==> src/rtl/router_rx_port.sv <==
// Receive side of a router output port: pulls a packet from the port FIFO, re-times it
// through an output register plus a one-entry skid buffer, and reports per-packet status.
// Optional statistics counters (pkt_cnt, err_cnt) are built when ROUTER_RX_STATS_EN is defined.

module router_rx_port #(
    parameter logic [1:0]  PORT_ID    = 2'd0,
    parameter int unsigned WAIT_LIMIT = 30
) (
    input  logic        clock,
    input  logic        resetn,
    input  logic        valid_out,
    input  logic [7:0]  data_out,
    output logic        read_enb,
    input  logic        sink_ready,
    output logic [7:0]  byte_out,
    output logic        byte_vld,
    output logic        byte_first,
    output logic        byte_last,
    output logic        pkt_done,
    output logic        parity_err,
    output logic        addr_err,
`ifdef ROUTER_RX_STATS_EN
    output logic [15:0] pkt_cnt,
    output logic [15:0] err_cnt,
`endif
    output logic        starve_err
);

    typedef enum logic [1:0] {
        ST_IDLE  = 2'd0,
        ST_RECV  = 2'd1,
        ST_DRAIN = 2'd2
    } state_e;

    localparam logic [7:0] STARVE_MAX = 8'(WAIT_LIMIT - 1);

    function automatic logic [6:0] hdr_total(input logic [7:0] hdr);
        return {1'b0, hdr[7:2]} + 7'd2;
    endfunction

    state_e     state_q, state_d;
    logic [6:0] issued_q, issued_d;
    logic [6:0] received_q, received_d;
    logic [6:0] total_q, total_d;
    logic [1:0] addr_q, addr_d;
    logic [7:0] xor_q, xor_d;
    logic [7:0] starve_q, starve_d;
    logic       pend_q, pend_d;
    logic [7:0] out_data_q, out_data_d;
    logic       out_vld_q, out_vld_d;
    logic       out_first_q, out_first_d;
    logic       out_last_q, out_last_d;
    logic [7:0] skid_data_q, skid_data_d;
    logic       skid_vld_q, skid_vld_d;
    logic       skid_first_q, skid_first_d;
    logic       skid_last_q, skid_last_d;
    logic       done_q, done_d;
    logic       perr_q, perr_d;
    logic       aerr_q, aerr_d;
    logic       serr_q, serr_d;

    logic hdr_seen_s;
    logic rd_room_s;
    logic read_enb_s;
    logic arr_first_s;
    logic arr_last_s;
    logic xfer_s;
    logic out_free_s;
    logic short_s;
    logic starve_tick_s;
    logic abort_s;

    // Before the header lands only two reads are safe, since every packet has at least two bytes.
    assign hdr_seen_s    = (received_q != 7'd0);
    assign rd_room_s     = hdr_seen_s ? (issued_q < total_q) : (issued_q < 7'd2);
    assign read_enb_s    = (state_q == ST_RECV) & valid_out & sink_ready & ~skid_vld_q & rd_room_s;
    assign arr_first_s   = pend_q & ~hdr_seen_s;
    assign arr_last_s    = pend_q & hdr_seen_s & ((received_q + 7'd1) == total_q);
    assign xfer_s        = out_vld_q & sink_ready;
    assign out_free_s    = ~out_vld_q | xfer_s;
    assign short_s       = ~hdr_seen_s | (received_q < total_q);
    assign starve_tick_s = (state_q == ST_RECV) & ~read_enb_s & short_s;
    assign abort_s       = starve_tick_s & (starve_q == STARVE_MAX);

    assign read_enb   = read_enb_s;
    assign byte_out   = out_data_q;
    assign byte_vld   = out_vld_q;
    assign byte_first = out_first_q;
    assign byte_last  = out_last_q;
    assign pkt_done   = done_q;
    assign parity_err = perr_q;
    assign addr_err   = aerr_q;
    assign starve_err = serr_q;

    // Next-state logic for the FSM, packet counters, output register and skid entry.
    always_comb begin
        state_d      = state_q;
        issued_d     = issued_q;
        received_d   = received_q;
        total_d      = total_q;
        addr_d       = addr_q;
        xor_d        = xor_q;
        starve_d     = starve_q;
        pend_d       = read_enb_s;
        out_data_d   = out_data_q;
        out_vld_d    = out_vld_q;
        out_first_d  = out_first_q;
        out_last_d   = out_last_q;
        skid_data_d  = skid_data_q;
        skid_vld_d   = skid_vld_q;
        skid_first_d = skid_first_q;
        skid_last_d  = skid_last_q;
        done_d       = 1'b0;
        perr_d       = 1'b0;
        aerr_d       = 1'b0;
        serr_d       = 1'b0;

        if (read_enb_s) begin
            issued_d = issued_q + 7'd1;
        end else begin
            issued_d = issued_q;
        end

        if (pend_q) begin
            received_d = received_q + 7'd1;
            xor_d      = xor_q ^ data_out;
            if (arr_first_s) begin
                total_d = hdr_total(data_out);
                addr_d  = data_out[1:0];
            end else begin
                total_d = total_q;
                addr_d  = addr_q;
            end
        end else begin
            received_d = received_q;
            xor_d      = xor_q;
        end

        if (read_enb_s) begin
            starve_d = 8'd0;
        end else if (starve_tick_s) begin
            starve_d = starve_q + 8'd1;
        end else begin
            starve_d = starve_q;
        end

        // A held skid byte always moves ahead of a newly arriving byte to preserve order.
        if (skid_vld_q && out_free_s) begin
            out_data_d   = skid_data_q;
            out_vld_d    = 1'b1;
            out_first_d  = skid_first_q;
            out_last_d   = skid_last_q;
            skid_vld_d   = pend_q;
            skid_data_d  = data_out;
            skid_first_d = arr_first_s;
            skid_last_d  = arr_last_s;
        end else if (pend_q && out_free_s) begin
            out_data_d  = data_out;
            out_vld_d   = 1'b1;
            out_first_d = arr_first_s;
            out_last_d  = arr_last_s;
        end else if (pend_q) begin
            skid_vld_d   = 1'b1;
            skid_data_d  = data_out;
            skid_first_d = arr_first_s;
            skid_last_d  = arr_last_s;
        end else if (xfer_s) begin
            out_vld_d   = 1'b0;
            out_first_d = 1'b0;
            out_last_d  = 1'b0;
        end else begin
            out_vld_d  = out_vld_q;
            skid_vld_d = skid_vld_q;
        end

        case (state_q)
            ST_IDLE: begin
                issued_d   = 7'd0;
                received_d = 7'd0;
                xor_d      = 8'd0;
                starve_d   = 8'd0;
                pend_d     = 1'b0;
                if (valid_out) begin
                    state_d = ST_RECV;
                end else begin
                    state_d = ST_IDLE;
                end
            end
            ST_RECV: begin
                // Abort flushes everything in flight; parity is meaningless for a partial packet.
                if (abort_s) begin
                    state_d      = ST_IDLE;
                    done_d       = 1'b1;
                    serr_d       = 1'b1;
                    aerr_d       = hdr_seen_s & (addr_q != PORT_ID);
                    pend_d       = 1'b0;
                    out_vld_d    = 1'b0;
                    out_first_d  = 1'b0;
                    out_last_d   = 1'b0;
                    skid_vld_d   = 1'b0;
                    skid_first_d = 1'b0;
                    skid_last_d  = 1'b0;
                end else if (arr_last_s) begin
                    state_d = ST_DRAIN;
                end else begin
                    state_d = ST_RECV;
                end
            end
            ST_DRAIN: begin
                if (xfer_s && out_last_q) begin
                    state_d = ST_IDLE;
                    done_d  = 1'b1;
                    perr_d  = (xor_q != 8'd0);
                    aerr_d  = (addr_q != PORT_ID);
                end else begin
                    state_d = ST_DRAIN;
                end
            end
            default: begin
                state_d    = ST_IDLE;
                out_vld_d  = 1'b0;
                skid_vld_d = 1'b0;
            end
        endcase
    end

    // State, datapath and status registers.
    always_ff @(posedge clock or posedge resetn) begin
        if (resetn) begin
            state_q      <= ST_IDLE;
            issued_q     <= 7'd0;
            received_q   <= 7'd0;
            total_q      <= 7'd0;
            addr_q       <= 2'd0;
            xor_q        <= 8'd0;
            starve_q     <= 8'd0;
            pend_q       <= 1'b0;
            out_data_q   <= 8'd0;
            out_vld_q    <= 1'b0;
            out_first_q  <= 1'b0;
            out_last_q   <= 1'b0;
            skid_data_q  <= 8'd0;
            skid_vld_q   <= 1'b0;
            skid_first_q <= 1'b0;
            skid_last_q  <= 1'b0;
            done_q       <= 1'b0;
            perr_q       <= 1'b0;
            aerr_q       <= 1'b0;
            serr_q       <= 1'b0;
        end else begin
            state_q      <= state_d;
            issued_q     <= issued_d;
            received_q   <= received_d;
            total_q      <= total_d;
            addr_q       <= addr_d;
            xor_q        <= xor_d;
            starve_q     <= starve_d;
            pend_q       <= pend_d;
            out_data_q   <= out_data_d;
            out_vld_q    <= out_vld_d;
            out_first_q  <= out_first_d;
            out_last_q   <= out_last_d;
            skid_data_q  <= skid_data_d;
            skid_vld_q   <= skid_vld_d;
            skid_first_q <= skid_first_d;
            skid_last_q  <= skid_last_d;
            done_q       <= done_d;
            perr_q       <= perr_d;
            aerr_q       <= aerr_d;
            serr_q       <= serr_d;
        end
    end

`ifdef ROUTER_RX_STATS_EN
    logic [15:0] pkt_cnt_q;
    logic [15:0] err_cnt_q;

    assign pkt_cnt = pkt_cnt_q;
    assign err_cnt = err_cnt_q;

    // Saturating packet and error counters, stepped once per pkt_done pulse.
    always_ff @(posedge clock or posedge resetn) begin
        if (resetn) begin
            pkt_cnt_q <= 16'd0;
            err_cnt_q <= 16'd0;
        end else begin
            if (done_q && (pkt_cnt_q != 16'hFFFF)) begin
                pkt_cnt_q <= pkt_cnt_q + 16'd1;
            end else begin
                pkt_cnt_q <= pkt_cnt_q;
            end
            if (done_q && (perr_q || aerr_q || serr_q) && (err_cnt_q != 16'hFFFF)) begin
                err_cnt_q <= err_cnt_q + 16'd1;
            end else begin
                err_cnt_q <= err_cnt_q;
            end
        end
    end
`endif

endmodule

==> config.mk <==
export PLATFORM = sky130hd
export DESIGN_NAME = router_rx_port
export DESIGN_NICKNAME = d
export VERILOG_FILES = /design/src/rtl/router_rx_port.sv
export SDC_FILE = /design/constraint.sdc
export NUM_CORES = 1
export LEC_CHECK = 0
export ABC_AREA = 1
export CORE_MARGIN = 1.5
export CORE_UTILIZATION = 53
export CTS_CLUSTER_DIAMETER = 60
export CTS_CLUSTER_SIZE = 12
export DETAILED_ROUTE_END_ITERATION = 10
export PLACE_DENSITY = 0.85
export REMOVE_ABC_BUFFERS = 1
export SLEW_MARGIN = 20
export SYNTH_ARGS = -nofsm -noshare
export SYNTH_HDL_FRONTEND = slang
export SYNTH_SLANG_ARGS = --single-unit
export TNS_END_PERCENT = 5
==> constraint.sdc <==
create_clock -name clock -period 1.9 [get_ports clock]
set_input_delay 0.38 -clock clock [delete_from_list [all_inputs] [get_ports clock]]
set_output_delay 0.38 -clock clock [all_outputs]
set_load 0.005 [all_outputs]
==> results of run 1 <==
## critical path: stages, from the launching register on
cell	delay, ps
dfrtp_1	390
inv_2	70
ha_4	300
nand2_4	60
nor2_1	110
nand2_1	60
nand2_1	80
nand2_2	70
nand2_4	60
inv_2	40
buf_2	110
## layer usage
layer | vias to the layer above | GRT usage (%)
met4 | 0 | 11.40
met1 | 1831 | 33.56
met3 | 58 | 5.749
met5 | - | 0
li1 | 1790 | -
met2 | 174 | 50.10
## repair_timing
| action | in CTS | in global routing |
|---|---|---|
| setup endpoints to repair | 4 | 28 |
| pin swaps | 13 | 18 |
| setup buffers | 9 | 3 |
| gates resized for setup | 18 | 37 |
| cloned | 1 | 0 |
| endpoints found under the hold margin | 0 | 0 |
## power by group
| group | internal, mW | switching [mW] |
|---|---|---|
| Combinational | 1.67 | 2.21 |
| Sequential | 1.95 | 0.361 |
| Clock | 0.612 | 0.598 |
## worst max-delay path by stage
stage          endpoint   startpoint  cells past startpoint
2_1_floorplan  addr_err       resetn                      1
3_3_place_gp   read_enb   sink_ready                      6
3_5_place_dp   read_enb   sink_ready                      6
4_1_cts        read_enb   total_q[4]                     10
5_1_grt        read_enb  issued_q[4]                      9
6_report       read_enb   total_q[6]                     10
## logic make-up after synthesis
family,synth area share [%]
buf+inv,7.566
xor+xnor,1.605
compound gates,12.41
flops,44.55
fa+ha+maj,7.534
simple gates,26.33
## state kept, by name, indices dropped and copies added (netlist names), 2 cells and up
name	count
addr_q	2
byte_out	8
issued_q	7
received_q	7
skid_data_q	8
starve_q	8
state_q	2
total_q	7
xor_q	8
## cells in the mapped netlist (5+ instances only)
| master | n |
|---|---|
| xor2_1 | 6 |
| clkbuf_1 | 5 |
| o21ai_1 | 5 |
| o21ai_0 | 39 |
| a21oi_1 | 30 |
| nor2_1 | 48 |
| dfrtp_1 | 68 |
| nand2_1 | 125 |
| nand4_1 | 6 |
| ha_1 | 23 |
| nand3_1 | 35 |
| inv_1 | 63 |
## through the flow
stage	hold slack (ps)	setup WS [ps]	cell area, µm²	setup TNS [ps]	total power, mW
2_1_floorplan	436.7	-191.5	3786	-13020	4.153
3_3_place_gp	450.6	-413.5	4572	-1864	5.367
3_5_place_dp	453.2	-416.4	4572	-2725	5.540
4_1_cts	439.4	-155.0	4911	-430.6	6.973
5_1_grt	461.0	-215.2	5054	-2136	7.870
6_report	402.3	-184.7	5054	-901.1	7.406
## cell type report
| class | instances | area, µm² | area share (%) |
|---|---|---|---|
| Multi-Input combinational cell | 350 | 2026 | 40.08 |
| Sequential cell | 68 | 1702 | 33.67 |
| Timing Repair Buffer | 88 | 750.7 | 14.86 |
| Inverter | 68 | 255.2 | 5.051 |
| Clock buffer | 9 | 123.9 | 2.451 |
| Tap cell | 96 | 120.1 | 2.377 |
| Clock inverter | 7 | 76.32 | 1.510 |
==> flow_metrics.tcl, run 1 <==
set metrics [dict create \
    status "finished with violations" \
    violations "setup timing" \
    r2r_end "byte_last" \
    synth_edf_count 0 \
    vdd_drop_max_v 0.0008821 \
    fin_ws_ps -184.7 \
    antenna_found_initial 0 \
    ys_types 34 \
    syn_to_final_growth_pct 32.30 \
    drt-initial-drc-count 317 \
    final_cells 686 \
    gp_congestion 0.9133 \
    max_cap_violations 0 \
    final_common_cell "nand2_1" \
    cts_tree "built" \
    start_util_pct 55.61 \
    insertion_delay_ps 350 \
    pwr_density_cell_nw_per_um2 1465 \
    dp.cells 659 \
    cp_max_fo 2 \
    num_rows 30 \
    grt_pass1_vias 3766 \
    met2WireLength_um 5570 \
    clkTransAtPathRegs_ps 80 \
    track_usage_pct 28.32 \
    routed_wl_um 11010 \
    yosysWarnings 0 \
    met3_wirelength_um 667 \
    synth_top_area_cell "dfrtp_1" \
    top_layer_used "met4" \
    slew_headroom_pct 75.30 \
    ys_ff_latch 68 \
    grt_pass1_wl_um 16840 \
    period_share_pct 109.7 \
    reg2reg_slack_ps -80 \
    hpwl_um 6971 \
    synth.avg_cell_area_um2 7.748 \
    syn_area_um2 3820 \
    diodes 0 \
    synth_cells 493 \
    first_pass_iters 5 \
    setup_viol 20 \
    synthArstFlopShare_pct 100.0 \
    fmax_ghz 0.4797 \
    p_leak_nw 2.501 \
    h-tree-depth 3 \
    finalCriticalPeriod_ps 2085 \
    cts_hold_buf 0 \
    die_area_um2 7726 \
    slew_violations 0 \
    die_x_um 87.90 \
    drtAntennaViolNets 0 \
    design.final.nets 620 \
    r2r_cells 14 \
    hold_viol 0 \
    cts_made_buffers 9 \
    grt_max_degree 69 \
    synthTopCellsByArea "dfrtp_1 (45%), nand2_1 (12%), ha_1 (7.5%)" \
    ios 28 \
    routedWlPerCell_um 16.05 \
    cts_root_buffer "clkbuf_8" \
    drive_above_1_share_pct 22.37 \
    start_kind "flop" \
    fin_util_pct 73.57 \
    arrival_ps 1700 \
    required_ps 1520 \
    final.fill_count 456 \
    portBuffers 27 \
    vias_per_cell 5.617 \
    rsz0062_at_grt "yes" \
    yosys.area.top_type_share_pct 44.55 \
    end_kind "primary output" \
    grt_overflow_total 0 \
    ys_seq_area_share_pct 44.55 \
    core_area_um2 6869 \
    finalClockSkew_ps 7.207 \
    clk_path_buf_depth 2 \
    r2r_start "total_q[4]" \
    cts_sinks 68 \
    die_h_um 87.90 \
    ys.flop_type "dfrtp_1" \
    final_cell_mix "nand2_1 (114), dfrtp_1 (68), buf_4 (56)" \
    crit_type "flop to primary output" \
    tightest_slew_ps 369.3 \
    wl_met1_um 4239 \
    drc 0 \
    hold_class "input port to async pin" \
    vias 3853 \
]
(Power assumes the default switching activity.)
==> run 2: changes to the inputs <==
--- a/config.mk
+++ b/config.mk
@@ -6,6 +6,7 @@
 export NUM_CORES = 1
 export LEC_CHECK = 0
 export ABC_AREA = 1
+export CAP_MARGIN = 20
 export CORE_MARGIN = 1.5
 export CORE_UTILIZATION = 53
 export CTS_CLUSTER_DIAMETER = 60
==> results of run 2 <==
Final layout, timing and power as in run 1 (identical DEF).
==> run 3: changes to the inputs <==
--- a/config.mk
+++ b/config.mk
@@ -12,6 +12,7 @@
 export CTS_CLUSTER_DIAMETER = 60
 export CTS_CLUSTER_SIZE = 12
 export DETAILED_ROUTE_END_ITERATION = 10
+export GPL_TIMING_DRIVEN = 0
 export PLACE_DENSITY = 0.85
 export REMOVE_ABC_BUFFERS = 1
 export SLEW_MARGIN = 20
==> flow_metrics.tcl, run 3 (synthesis gave the netlist of run 1 again) <==
set metrics [dict create \
    status "finished with violations" \
    violations "setup timing" \
    r2r_end "total_q[6]" \
    p_leak_nw 2.250 \
    cp_cell_sequence "inv_2 -> ha_4 -> nand2_1 -> nand2_1 -> a21oi_1 -> nand2_1 -> nand2_2 -> nand2_4 -> inv_6 -> buf_6" \
    vias 3530 \
    clk_path_buf_depth 2 \
    cp_top_family "flip-flops" \
    hold_viol 0 \
    top_usage_layer "met2" \
    core_area_um2 6869 \
    cpPeakStageDelay_ps 410 \
    first_pass_iters 5 \
    crit_type "flop to primary output" \
    finalClockSkew_ps 7.464 \
    grt_use_met2_pct 42.05 \
    r2r_cells 8 \
    final_cell_mix "nand2_1 (122), dfrtp_1 (64), inv_1 (55)" \
    period_share_pct 110.4 \
    drtAntennaViolNets 0 \
    pwr_density_cell_nw_per_um2 1443 \
    start_kind "flop" \
    p_sw_share_pct 43.20 \
    fin_hold_ws_ps 340.9 \
    num_rows 30 \
    hold_class "input port to async pin" \
    drc 0 \
    finalCriticalPeriod_ps 2097 \
    cts_sinks 68 \
    h-tree-depth 3 \
    grt_max_degree 44 \
    fin_ws_ps -196.9 \
    clkTransAtPathRegs_ps 70 \
    fmax_ghz 0.4769 \
    portBuffers 27 \
    cpMostUsedCell "nand2_1" \
    antenna_found_initial 0 \
    rsz0062_at_grt "yes" \
    dp.cells 609 \
    grt_overflow_total 0 \
    required_ps 1520 \
    max_cap_violations 0 \
    setup_viol 18 \
    routedWlPerCell_um 15.17 \
    place_area_um2 4199 \
    vdd_drop_max_v 0.0007717 \
    grt_pass1_wl_um 15750 \
    ios 28 \
    seq_power_share_pct 35.2 \
    cts_tree "built" \
    power_frac_comb_pct 47.4 \
    r2r_start "received_q[0]" \
    reg2reg_slack_ps -70 \
    insertion_delay_ps 360 \
    slew_violations 0 \
    crit_slowest_cell "dfrtp_1" \
    end_kind "primary output" \
    diodes 0 \
    grt_util_met3_pct 8.011 \
    cts_root_buffer "clkbuf_8" \
    drt-initial-drc-count 227 \
    cp_max_fo 2 \
    gp_congestion 0.8925 \
    die_area_um2 7726 \
    die_x_um 87.90 \
    arrival_ps 1720 \
    grt_pass1_vias 3408 \
    syn_to_final_growth_pct 22.50 \
    cts_made_buffers 9 \
    hpwl_um 6368 \
    final_common_cell "nand2_1" \
    netSwitchingPower_mw 2.918 \
    track_usage_pct 26.70 \
    vias_per_cell 5.464 \
    met1_usage_pct 34.83 \
    die_h_um 87.90 \
    tightest_slew_ps 500.6 \
    clkPwrFrac_pct 17.4 \
    design_area_um2 4679 \
    tns_ps -770.7 \
    crit_buf_inv 3 \
    internal-power_mw 3.837 \
    slew_headroom_pct 66.63 \
    design.final.nets 580 \
    drive_above_1_share_pct 14.91 \
    start_util_pct 55.61 \
    cts_hold_buf 0 \
    final_cells 646 \
    pre_cts_slack_ps -667.1 \
    routed_wl_um 9802 \
]
-- run 3: cell types whose count changed in the layout (fill, tap and decap cells not counted), sizes merged --
cell    before  now
clkbuf       9   11
inv         68   66
nand3       37   36
buf         62   23
-- run 3: cell type report --
type	count	area [µm²]
Sequential cell	68	1709
Clock inverter	5	52.55
Timing Repair Buffer	49	449.2
Fill cell	506	2190
Multi-Input combinational cell	349	1949
Clock buffer	11	131.4
Inverter	68	267.8
Tap cell	96	120.1
-- run 3: per-stage QoR --
stage	utilization (%)	power, mW
6_report	68.12	6.755
4_1_cts	67.09	6.544
2_1_floorplan	-	4.153
5_1_grt	68.12	7.277
3_5_place_dp	61.13	5.050
3_3_place_gp	60.80	4.895
-- run 3: worst max path at each step --
stage	start	to	depth (start not counted)	slack (ps)
floorplan	resetn	addr_err	1	-190
global placement	resetn	pkt_done	2	-1290
detailed placement	sink_ready	skid_data_q[1]	8	-670
CTS	total_q[4]	read_enb	10	-140
global route	total_q[4]	read_enb	10	-280
finish	total_q[4]	read_enb	10	-200
-- run 3: power by group through the flow --
stage                     Combinational, mW  Sequential (mW)  Clock [mW]
after floorplan                        1.86             2.29           0
after CTS                              3.02             2.35        1.18
after global routing                   3.61             2.44        1.23
after global placement                 2.53             2.36           0
after detailed placement               2.66             2.39           0
final                                  3.20             2.38        1.17
-- run 3: per-layer routing --
| metal | vias up | share of wire (%) | wire length, µm |
|---|---|---|---|
| met4 | 0 | 2.7 | 264 |
| met3 | 35 | 8.4 | 825 |
| met2 | 152 | 48 | 4706 |
| met5 | - | 0 | 0 |
| met1 | 1632 | 41 | 4006 |
| li1 | 1711 | - | - |
-- run 3: timing repair --
item	4_1_cts	5_1_grt
gates resized for setup	29	14
pin swaps	9	4
setup buffers	18	3
endpoints found under the setup margin	37	52
